--- config.mk ---
export PLATFORM = sky130hd
export DESIGN_NAME = inst_decode
export DESIGN_NICKNAME = d
export VERILOG_FILES = /design/src/rtl/inst_decode.sv
export SDC_FILE = /design/constraint.sdc
export NUM_CORES = 1
export LEC_CHECK = 0
export ABC_CLOCK_PERIOD_IN_PS = 12600
export CORE_MARGIN = 3
export CORE_UTILIZATION = 25
export CTS_BUF_LIST = sky130_fd_sc_hd__clkbuf_8
export CTS_CLUSTER_SIZE = 24
export DETAILED_ROUTE_END_ITERATION = 7
export DONT_BUFFER_PORTS = 1
export GPL_TIMING_DRIVEN = 0
export PLACE_DENSITY = 0.35
export SLEW_MARGIN = 20
export SYNTH_ARGS = -nofsm -noshare
export SYNTH_HDL_FRONTEND = slang
export SYNTH_SLANG_ARGS = --single-unit
--- constraint.sdc ---
create_clock -name clk -period 12.6 [get_ports clk]
set_input_delay 3.78 -clock clk [delete_from_list [all_inputs] [get_ports clk]]
set_output_delay 3.78 -clock clk [all_outputs]
set_load 0.005 [all_outputs]
--- src/rtl/inst_decode.sv ---
// MIPS-I decode stage: IF/ID register, field decode, branch/jump resolution, load-use stall, ID/EX register.
// Defining DECODE_RI_TRAP_EN enables the reserved-instruction flag ri_exc.
module inst_decode #(
  parameter logic [31:0] NOP_INST = 32'h00000000,
  parameter logic [4:0]  LINK_REG = 5'd31
) (
  input  logic        clk,
  input  logic        rst,
  input  logic [31:0] inst,
  input  logic [29:0] pc,
  input  logic        stall_in,
  input  logic        ex_load,
  input  logic [4:0]  ex_load_rd,
  output logic [4:0]  rs_addr,
  output logic [4:0]  rt_addr,
  input  logic [31:0] rs_val,
  input  logic [31:0] rt_val,
  output logic        stall_out,
  output logic        jump,
  output logic [29:0] jump_pc,
  output logic        ex_valid,
  output logic [31:0] ex_inst,
  output logic [29:0] ex_pc,
  output logic [31:0] ex_rs_val,
  output logic [31:0] ex_rt_val,
  output logic [31:0] ex_imm,
  output logic [4:0]  ex_dst,
  output logic [31:0] ex_link_val,
  output logic        ri_exc
);

  typedef enum logic [3:0] {
    C_UNK, C_RTYPE, C_JR, C_JALR, C_J, C_JAL,
    C_BR_CMP, C_BR_ZERO, C_REGIMM, C_ALUI, C_LOAD, C_STORE
  } inst_class_e;

  logic [31:0] id_inst_q, id_inst_d;
  logic [29:0] id_pc_q, id_pc_d;
  logic        ex_valid_q, ex_valid_d;
  logic [31:0] ex_inst_q, ex_inst_d;
  logic [29:0] ex_pc_q, ex_pc_d;
  logic [31:0] ex_rs_val_q, ex_rs_val_d;
  logic [31:0] ex_rt_val_q, ex_rt_val_d;
  logic [31:0] ex_imm_q, ex_imm_d;
  logic [4:0]  ex_dst_q, ex_dst_d;
  logic [31:0] ex_link_val_q, ex_link_val_d;

  inst_class_e cls;
  logic [5:0]  opcode, funct;
  logic [4:0]  rs, rt, rd;
  logic        uses_rs, uses_rt, hazard, taken;
  logic [31:0] imm_sext, imm_ext;
  logic [4:0]  dst;
  logic [29:0] pc_inc, target;

  assign opcode   = id_inst_q[31:26];
  assign rs       = id_inst_q[25:21];
  assign rt       = id_inst_q[20:16];
  assign rd       = id_inst_q[15:11];
  assign funct    = id_inst_q[5:0];
  assign imm_sext = {{16{id_inst_q[15]}}, id_inst_q[15:0]};
  assign pc_inc   = id_pc_q + 30'd1;

  always_comb begin
    cls = C_UNK;
    case (opcode)
      6'h00: begin
        case (funct)
          6'h08: cls = C_JR;
          6'h09: cls = C_JALR;
          6'h00, 6'h02, 6'h03, 6'h04, 6'h06, 6'h07, 6'h0C, 6'h0D,
          6'h10, 6'h11, 6'h12, 6'h13, 6'h18, 6'h19, 6'h1A, 6'h1B,
          6'h20, 6'h21, 6'h22, 6'h23, 6'h24, 6'h25, 6'h26, 6'h27,
          6'h2A, 6'h2B: cls = C_RTYPE;
          default: cls = C_UNK;
        endcase
      end
      6'h01: begin
        if (rt == 5'h00 || rt == 5'h01 || rt == 5'h10 || rt == 5'h11) cls = C_REGIMM;
      end
      6'h02: cls = C_J;
      6'h03: cls = C_JAL;
      6'h04, 6'h05: cls = C_BR_CMP;
      6'h06, 6'h07: cls = C_BR_ZERO;
      6'h08, 6'h09, 6'h0A, 6'h0B, 6'h0C, 6'h0D, 6'h0E, 6'h0F: cls = C_ALUI;
      6'h20, 6'h21, 6'h22, 6'h23, 6'h24, 6'h25, 6'h26: cls = C_LOAD;
      6'h28, 6'h29, 6'h2A, 6'h2B, 6'h2E: cls = C_STORE;
      default: cls = C_UNK;
    endcase
  end

  // Unknown encodings behave as NOP: no operands, no destination, no redirect.
  always_comb begin
    uses_rs = !(cls inside {C_J, C_JAL, C_UNK});
    uses_rt = !(cls inside {C_J, C_JAL, C_UNK, C_ALUI, C_LOAD});

    case (opcode)
      6'h0C, 6'h0D, 6'h0E: imm_ext = {16'h0000, id_inst_q[15:0]};
      6'h0F:               imm_ext = {id_inst_q[15:0], 16'h0000};
      default:             imm_ext = imm_sext;
    endcase

    dst = 5'd0;
    case (cls)
      C_RTYPE, C_JALR: dst = rd;
      C_ALUI, C_LOAD:  dst = rt;
      C_JAL:           dst = LINK_REG;
      C_REGIMM:        dst = rt[4] ? LINK_REG : 5'd0;
      default:         dst = 5'd0;
    endcase

    taken  = 1'b0;
    target = 30'd0;
    case (cls)
      C_J, C_JAL: begin
        taken  = 1'b1;
        target = {pc_inc[29:26], id_inst_q[25:0]};
      end
      C_JR, C_JALR: begin
        taken  = 1'b1;
        target = rs_val[31:2];
      end
      C_BR_CMP: begin
        taken  = opcode[0] ? (rs_val != rt_val) : (rs_val == rt_val);
        target = taken ? pc_inc + imm_sext[29:0] : pc_inc;
      end
      C_BR_ZERO: begin
        taken  = opcode[0] ? ($signed(rs_val) > 32'sd0) : ($signed(rs_val) <= 32'sd0);
        target = taken ? pc_inc + imm_sext[29:0] : pc_inc;
      end
      C_REGIMM: begin
        taken  = rt[0] ? !rs_val[31] : rs_val[31];
        target = taken ? pc_inc + imm_sext[29:0] : pc_inc;
      end
      default: begin
        taken  = 1'b0;
        target = 30'd0;
      end
    endcase
  end

  assign hazard = ex_load && (ex_load_rd != 5'd0) &&
                  ((uses_rs && ex_load_rd == rs) || (uses_rt && ex_load_rd == rt));
  assign stall_out = stall_in | hazard;
  // A branch held by a stall redirects only once the stall releases.
  assign jump      = taken & ~stall_out;
  assign jump_pc   = target;
  assign rs_addr   = rs;
  assign rt_addr   = rt;

`ifdef DECODE_RI_TRAP_EN
  logic ri_exc_q, ri_exc_d;
  assign ri_exc = ri_exc_q;
`else
  assign ri_exc = 1'b0;
`endif

  always_comb begin
    id_inst_d     = id_inst_q;
    id_pc_d       = id_pc_q;
    ex_valid_d    = ex_valid_q;
    ex_inst_d     = ex_inst_q;
    ex_pc_d       = ex_pc_q;
    ex_rs_val_d   = ex_rs_val_q;
    ex_rt_val_d   = ex_rt_val_q;
    ex_imm_d      = ex_imm_q;
    ex_dst_d      = ex_dst_q;
    ex_link_val_d = ex_link_val_q;
`ifdef DECODE_RI_TRAP_EN
    ri_exc_d      = ri_exc_q;
`endif
    if (!stall_out) begin
      id_inst_d = inst;
      id_pc_d   = pc;
    end
    if (!stall_in) begin
      if (hazard) begin
        ex_valid_d = 1'b0;
        ex_inst_d  = NOP_INST;
        ex_dst_d   = 5'd0;
`ifdef DECODE_RI_TRAP_EN
        ri_exc_d   = 1'b0;
`endif
      end else begin
        ex_valid_d    = 1'b1;
        ex_inst_d     = id_inst_q;
        ex_pc_d       = id_pc_q;
        ex_rs_val_d   = rs_val;
        ex_rt_val_d   = rt_val;
        ex_imm_d      = imm_ext;
        ex_dst_d      = dst;
        ex_link_val_d = {id_pc_q + 30'd2, 2'b00};
`ifdef DECODE_RI_TRAP_EN
        ri_exc_d      = (cls == C_UNK);
`endif
      end
    end
  end

  always_ff @(posedge clk or negedge rst) begin
    if (!rst) begin
      id_inst_q     <= NOP_INST;
      id_pc_q       <= 30'd0;
      ex_valid_q    <= 1'b0;
      ex_inst_q     <= 32'd0;
      ex_pc_q       <= 30'd0;
      ex_rs_val_q   <= 32'd0;
      ex_rt_val_q   <= 32'd0;
      ex_imm_q      <= 32'd0;
      ex_dst_q      <= 5'd0;
      ex_link_val_q <= 32'd0;
`ifdef DECODE_RI_TRAP_EN
      ri_exc_q      <= 1'b0;
`endif
    end else begin
      id_inst_q     <= id_inst_d;
      id_pc_q       <= id_pc_d;
      ex_valid_q    <= ex_valid_d;
      ex_inst_q     <= ex_inst_d;
      ex_pc_q       <= ex_pc_d;
      ex_rs_val_q   <= ex_rs_val_d;
      ex_rt_val_q   <= ex_rt_val_d;
      ex_imm_q      <= ex_imm_d;
      ex_dst_q      <= ex_dst_d;
      ex_link_val_q <= ex_link_val_d;
`ifdef DECODE_RI_TRAP_EN
      ri_exc_q      <= ri_exc_d;
`endif
    end
  end

  assign ex_valid    = ex_valid_q;
  assign ex_inst     = ex_inst_q;
  assign ex_pc       = ex_pc_q;
  assign ex_rs_val   = ex_rs_val_q;
  assign ex_rt_val   = ex_rt_val_q;
  assign ex_imm      = ex_imm_q;
  assign ex_dst      = ex_dst_q;
  assign ex_link_val = ex_link_val_q;

endmodule

# == Word-level counts from Yosys, hierarchy flattened ==
# Memories as Yosys holds them, arrays and structs flattened.
# Index checks and enable logic that the tools add are counted.
# word_totals
register_bits,256
romBits,128
inputBits,135
output_inout_bits,239
word_cells,110
memories,1
# op_classes
n_addsub,3
order_cmp,2
eq_ne,44
n_mux,16
n_bitwise,5
reduce_logical,29
# memory_table
name,depth,word_bits,rd,rd_clocked_by_memory_dff,wr,line,source
(no name shown),64,2,1,0,0,68,case (funct)
# ops
op,n
one-hot mux 30 bit (5 select lines),1
2-to-1 mux 30 bit,3
"== test 6 bit, second input constant",12
one-hot mux 32 bit (2 select lines),1
"== test 6 x 4 -> 1 bit, second input constant",8
one-hot mux 4 bit (9 select lines),1
== test 32 bit,1
"> comparator 32 x 1 -> 1 bit, second input constant",1
"<= comparator 32 x 1 -> 1 bit, second input constant",1
2-to-1 mux 32 bit,1
inequality test 32 bit,1
"adder 30 x 1 -> 30 bit, second input constant",1
"adder 30 x 2 -> 30 bit, second input constant",1
adder 30 bit,1
"== test 6 x 3 -> 1 bit, second input constant",4
one-hot mux 5 bit (4 select lines),1
"== test 4 x 3 -> 1 bit, second input constant",4
"== test 4 bit, second input constant",3
"== test 6 x 2 -> 1 bit, second input constant",2
OR reduction 2 bit,6
== test 5 bit,2
"== test 5 bit, second input constant",2
2-to-1 mux 5 bit,2
nonzero test 5 bit,2
other kinds (23),37

# == Logic depth before layout (Yosys ltp) ==
# Gate-level depths: netlist of the first run.
# depth
ltp_word,15
ltp_mapped,16
mapped_depth_nobuf,16

# == Worst setup path after synthesis of the first run ==
# Ideal clock, no wire load.
# synth_timing
kind,input-to-output
from,input port rs_val[21]
to,output port jump_pc[24]
arrival_time_ns,5.565
required_time_ns,8.820
slack_ns,3.255
path_stages,10
n_path_buf,2
cell_sequence,xor2_1 -> nor4_1 -> nand4_1 -> o211ai_1 -> nand3b_1 -> a31o_1 -> buf_2 -> buf_6 -> a222oi_1 -> nand2_1
# synth_via
elab_chain_len,4
word_cells_on_any_way,9
classes_between,2 x order compare; 2 x eq/ne; 5 x mux
# synth_lines
item,line,source
from (decl),16,"input logic [31:0] rs_val,"
"<= comparator 32 x 1 -> 1 bit, or another cell as far along",128,taken = opcode[0] ? ($signed(rs_val) > 32'sd0) : ($signed(rs_val) <= 32'sd0);
"2-to-1 mux 1 bit, on equally long branches","128, 124",
"2-to-1 mux 30 bit, on equally long branches","129, 125",
one-hot mux 30 bit (5 select lines) (*),114,case (cls)
to (decl),20,"output logic [29:0] jump_pc,"
# Mark *: on every way between the ends. The rest lies on a longest branch, timed or not.

# == Worst setup path after layout of the first run ==
# layout_timing
from,input port rs_val[24]
to,output port jump_pc[0]
# The elaborated chain is that of the path after synthesis.

==> results of run 1 <==
==> where the power goes <==
group | switching [mW] | leakage (nW) | internal, mW
clock | 0.374 | 0.605 | 0.512
sequential | 0.152 | 3.01 | 0.940
combinational | 0.282 | 3.23 | 0.266
total | 0.808 | 6.84 | 1.72
==> cell usage in the layout, fill, tap and decap left out, drive strengths merged, types with 3 or more instances in the layout <==
cell type and n:
dfrtp 255, mux2 203, clkbuf 102, nand2 67, xor2 65, xnor2 55, inv 51, buf 51
o21ai 48, a21oi 45, nor2 37, ha 36, a22o 31, a222oi 24, nand4 21, nor4 21
nor2b 21, nand3 19, nor3 19, mux2i 16, and3 10, o21a 10, a21o 7, o31ai 7
a221oi 7, o211ai 5, nand2b 5, a211oi 5, and2 4, o31a 3, o221ai 3, conb 3
clkinv 3, bufinv 3, or2 3
==> cell families after synthesis <==
| family | after synthesis |
|---|---|
| AOI/OAI and AO/OA | 220 |
| and+or+nand+nor | 236 |
| DFF | 255 |
| muxes | 219 |
| other | 1 |
| buffers and inverters | 122 |
| adders and majority gates | 37 |
| xor gates and xnor gates | 120 |
==> routing by layer <==
layer,up-vias,share of wire (%),GRT usage [%]
met2,369,47,30.5
met4,4,2.6,6.05
li1,4511,-,-
met3,91,7.9,5.78
met5,-,0.039,0
met1,5064,42,24.1
==> through the flow <==
stage	instance area (um^2)	hold slack [ps]	setup slack, ps	instances	total power, mW
2_1_floorplan	14000	473	3250	1212	1.46
3_5_place_dp	15000	501	1970	1960	1.66
5_1_grt	16000	528	1970	2048	2.68
6_report	16000	513	2070	2048	2.53
4_1_cts	16000	514	1950	2047	2.58
3_3_place_gp	15000	494	1990	1960	1.66
==> flip-flops by register name (all words and copies together), names as in the netlist <==
name         flops
id_inst_q       32
ex_link_val     29
ex_inst         32
ex_rt_val       32
ex_valid         1
ex_imm          32
ex_rs_val       32
id_pc_q         30
ex_dst           5
ex_pc           30
==> cell type report <==
cell class,instances,area [um^2],share of cell area (%)
inverters,34,130,0.811
plain buffers,88,518,3.23
repair buffers,1,5.00,0.0312
clock buffers,64,881,5.49
flip-flops and latches,255,6380,39.8
multi-input cells,835,7020,43.8
clock inverters,23,169,1.05
well taps,748,936,5.84
==> worst max-delay path, stage by stage <==
cell	delay [ps]
xor2_1	140
nor4_1	660
nand4_1	290
o211ai_1	380
nand3_1	180
a32oi_1	320
clkbuf_1	540
o21ai_0	450
==> final timing paths <==
kind | end | slack (ps) | cells after the start
min in group asynchronous | id_inst_q[28]$_DFFE_PN0P_ | 2860 | 0
setup / recovery | jump_pc[0] | 2070 | 8
max in group asynchronous | ex_imm[31]$_DFFE_PN0P_ | 8730 | 0
hold reg to reg | ex_valid$_DFFE_PN0N_ | 510 | 2
hold / removal | ex_valid$_DFFE_PN0N_ | 510 | 2
setup reg to reg | ex_link_val[31]$_DFFE_PN0P_ | 8700 | 10
==> impl_metrics.yaml, run 1 <==
route:
  dr.pass1.iters: 8
  drc: 0
  viasPerCell: 4.90
  postRouteWirelength_mm: 56.7
  wl_per_cell_um: 27.7
  via_count: 10039
  initialDrtViolationCount: 753
  ant_nets: 0
floorplan:
  pin_count: 374
  die_x_um: 243
  start_util_pct: 25.4
  die_h_um: 243
  dieArea_um2: 59000
  rows: 86
  core_um2: 55300
timing:
  fmax_mhz: 95.0
  finalHoldViolCount: 0
  tightest_slew_ps: 1220
  period_minus_slack_ps: 10530
  clock_skew_ps: 31.1
  fin_crit_sh_pct: 83.6
  rsz0062_at_grt: "no"
  setup_tns_ps: 0
  maxSlewHeadroom_pct: 18.3
  drv_slew: 0
  setup_violations: 0
critical_path:
  cp_max_fo: 10
  r2r_start: "id_pc_q[2]$_DFFE_PN0P_"
  worstSetupStartpointType: "input pin"
  arrival_ps: 6750
  startpoint: "rs_val[24]"
  worstSetupEndpointType: "output pin"
  cp.required_ps: 8820
  path_class: "input pin to output pin"
grt:
  grt_pass1_wl_mm: 80.8
  grt_start_max_net_pins: 256
  global_route.usage.total_pct: 18.9
  grt.overflow.total: 0
  grt_pass1_vias: 10562
  antenna_found_initial: 3
pwr:
  p_leak_nw: 6.84
  peakVddDrop_mv: 0.0633
  powerDensity_nw_per_um2: 157
synthesis:
  synth_compound_area_share_pct: 11.2
  yosysTopAreaCell: "dfrtp_1"
  muxShareOfSynthArea_pct: 19.4
  synth-seq-cells: 255
  synthXorXnorAreaFrac_pct: 7.49
  synth_edf_count: 0
  synth_top_area_share_pct: 45.5
  synth.avg_cell_area_um2: 11.6
  ys.flop_type: "dfrtp_1"
  synthAdderAreaFrac_pct: 3.35
  async_flop_share_pct: 100
  synth_area_um2: 14000
  netlist_top_cells_count: "dfrtp_1, mux2_2, mux2_4"
  postSynthCellCount: 1210
  ys.warnings.count: 0
  ys_seq_area_share_pct: 45.5
  synth_top_family_by_area: "multiplexers"
  synth.distinct_cells: 70
  synthTopCellsByArea: "dfrtp_1, mux2_2, mux2_4, xor2_1, xnor2_1"
  yosysMostFrequentCell: "dfrtp_1"
  synthSimpleGateAreaFrac_pct: 8.46
run_status:
  status: "finished, final reports clean"
clock_tree:
  clk_pin_slew_worst_paths_ps: 50
  postCtsSetupBuffers: 0
  insertion_delay_ps: 610
  cts_buffers: 50
  clockBufferDepth: 3
  clockRootBuffer: "clkbuf_8"
  h-tree-depth: 2
  cts_tree: "yes"
  cts_hold_buffers: 0
  cts_resized: 0
  clkSinkCount: 255
min_path:
  min_from: "ex_valid$_DFFE_PN0N_"
  hold_class: "flip-flop to flip-flop"
layout:
  syn2layout_area_growth_pct: 14.2
  drive_gt1_share_pct: 25.4
  utilization_pct: 29.0
  nets: 1437
  antenna_cells: 0
  fillers: 5853
place:
  dp_hpwl_mm: 43.1
  routabilityCongestion: 0.878
  io_buffers: 0
run:
  maxCapViolations: 0
Note: power is estimated with default switching activity, not from simulation.
==> run 2: changes to the inputs <==
- ABC_CLOCK_PERIOD_IN_PS: 12600 -> 9300
- PLACE_DENSITY: 0.35 -> 0.37
- clock period: 12.6 -> 9.3 ns (I/O delays scaled with it)
==> run 2 against run 1 <==
  * Total power is 33% higher
  * Register-to-register slack worse by 3300 ps
  * Die area stayed put
  * Cell count stayed put
  * Sequential share of layout area is 0.13 points higher
  * Critical endpoint is now jump_pc[28]
==> impl_metrics.yaml, run 2 (synthesis results as in run 1) <==
timing:
  rsz0062_at_grt: "no"
  clock_skew_ps: 30.3
  maxSlewHeadroom_pct: 24.3
  hold_ws_ps: 511
  finalHoldViolCount: 0
  fmax_mhz: 114
  drv_slew: 0
  setup_tns_ps: 0
  fin_crit_sh_pct: 94.6
  tightest_slew_ps: 1140
  setup_violations: 0
  period_minus_slack_ps: 8790
place:
  io_buffers: 0
  routabilityCongestion: 0.868
  dpl-instance-area_um2: 15000
  dp_hpwl_mm: 43.1
route:
  wl_per_cell_um: 27.5
  postRouteWirelength_mm: 56.3
  ant_nets: 0
  drc: 0
  via_count: 10121
  initialDrtViolationCount: 580
  viasPerCell: 4.94
  dr.pass1.iters: 6
critical_path:
  cp_slowest_cell: "nor4_1"
  r2r_slack_ps: 5350
  crit_path_cell_trace: "ha_1 > nand2_1 > nor4_1 > nor3b_2 > and3_1 > clkbuf_1 > nand3_1 > xnor2_1 > ha_1 > nand2_1 > or3_1 > o41a_1 > xor2_1 > o221ai_1"
  max_stage_delay_ps: 880
  crit_buf_inv: 1
  cp_max_fo: 8
  path_delay_family: "simple AND/OR/NAND/NOR gates"
  r2r_start: "id_pc_q[2]$_DFFE_PN0P_"
  rr_worst_depth: 10
  worstSetupEndpointType: "output pin"
  path_class: "flip-flop to output pin"
  worstSetupStartpointType: "flip-flop"
  arrival_ps: 6000
  cp.required_ps: 6510
  timing.rr.end: "ex_link_val[31]$_DFFE_PN0P_"
layout:
  drive_gt1_share_pct: 25.5
  antenna_cells: 0
  utilization_pct: 28.9
  final_common_cell: "dfrtp_1"
  final_cell_mix: "dfrtp_1, mux2_2, mux2_4"
  fin_area_um2: 16000
  syn2layout_area_growth_pct: 13.9
  nets: 1434
clock_tree:
  cts_hold_buffers: 0
  cts_buffers: 48
  clockBufferDepth: 3
  clockRootBuffer: "clkbuf_8"
  insertion_delay_ps: 620
  clk_pin_slew_worst_paths_ps: 60
  cts_tree: "yes"
  clkSinkCount: 255
  cts_resized: 0
  postCtsSetupBuffers: 0
  h-tree-depth: 2
floorplan:
  dieArea_um2: 59000
  start_util_pct: 25.4
  pin_count: 374
  die_x_um: 243
  core_um2: 55300
  rows: 86
  die_h_um: 243
grt:
  grt_start_max_net_pins: 256
  grt_pass1_vias: 10517
  global_route.usage.total_pct: 18.6
  grt.overflow.total: 0
  antenna_found_initial: 5
  grt_pass1_wl_mm: 79.9
pwr:
  intPower_mw: 2.27
  switchingPower_mw: 1.10
  comb_power_share_pct: 22.1
  peakVddDrop_mv: 0.102
  seqPwrFrac_pct: 43.9
  p_leak_nw: 6.81
  p_clk_share_pct: 33.9
  powerDensity_nw_per_um2: 211
  swShare_pct: 32.7
min_path:
  hold_depth: 2
  whs_endpoint: "ex_valid$_DFFE_PN0N_"
  min_from: "ex_valid$_DFFE_PN0N_"
  hold_class: "flip-flop to flip-flop"
run_status:
  status: "finished, final reports clean"
run:
  maxCapViolations: 0
run 2: cell types whose count changed in the layout (fill, tap and decap cells not counted), sizes merged:
cell,delta
clkinv,+3
bufinv,-2
clkinvlp,+2
buf,-1
clkbuf,-1
inv,-1
run 2: worst max-delay path by stage:
| stage | startpoint | cells past startpoint | end | slack [ps] |
|---|---|---|---|---|
| floorplan | rs_val[21] | 10 | jump_pc[24] | 1930 |
| global placement | rs_val[24] | 8 | jump_pc[4] | 720 |
| detailed placement | rs_val[24] | 8 | jump_pc[4] | 720 |
| CTS | id_pc_q[2]$_DFFE_PN0P_ | 14 | jump_pc[28] | 350 |
| global route | id_pc_q[2]$_DFFE_PN0P_ | 14 | jump_pc[28] | 7 |
| finish | id_pc_q[2]$_DFFE_PN0P_ | 14 | jump_pc[28] | 510 |
run 2: cell type report:
cell class | instances | area [um^2]
Fill cell | 5817 | 39300
Clock inverter | 25 | 135
Multi-Input combinational cell | 835 | 7020
Buffer | 88 | 518
Inverter | 34 | 130
Clock buffer | 63 | 867
Sequential cell | 255 | 6380
Tap cell | 748 | 936
run 2: power by group through the flow:
stage	Clock (mW)	Combinational (mW)	Sequential (mW)
6_report	1.14	0.746	1.48
5_1_grt	1.25	0.820	1.50
4_1_cts	1.20	0.749	1.49
3_5_place_dp	0	0.744	1.50
3_3_place_gp	0	0.735	1.50
2_1_floorplan	0	0.583	1.40
run 2: metrics by stage:
step	power, mW	worst slack [ps]	cells
after global placement	2.24	719	1960
after detailed placement	2.25	717	1960
final	3.37	506	2048
after CTS	3.43	345	2048
after floorplan	1.98	1930	1212
after global routing	3.57	6.57	2048
run 2: routing by layer:
layer,part of all wire (%),global-route usage (%),up-vias
met4,3.1,6.27,6
met3,8.3,6.47,95
li1,-,-,4511
met5,0.082,0,-
met1,42,23.1,5162
met2,47,30.2,347
run 2: worst reg2reg max path, cell delays in order (launching register included):
cell and delay (ps):
dfrtp_1 540, ha_1 360, nand2_1 140, nor4_1 880, nor3b_2 640, and3_1 230
clkbuf_1 290, nand2_1 150, nor2_1 260, xor2_1 100, mux2_2 270
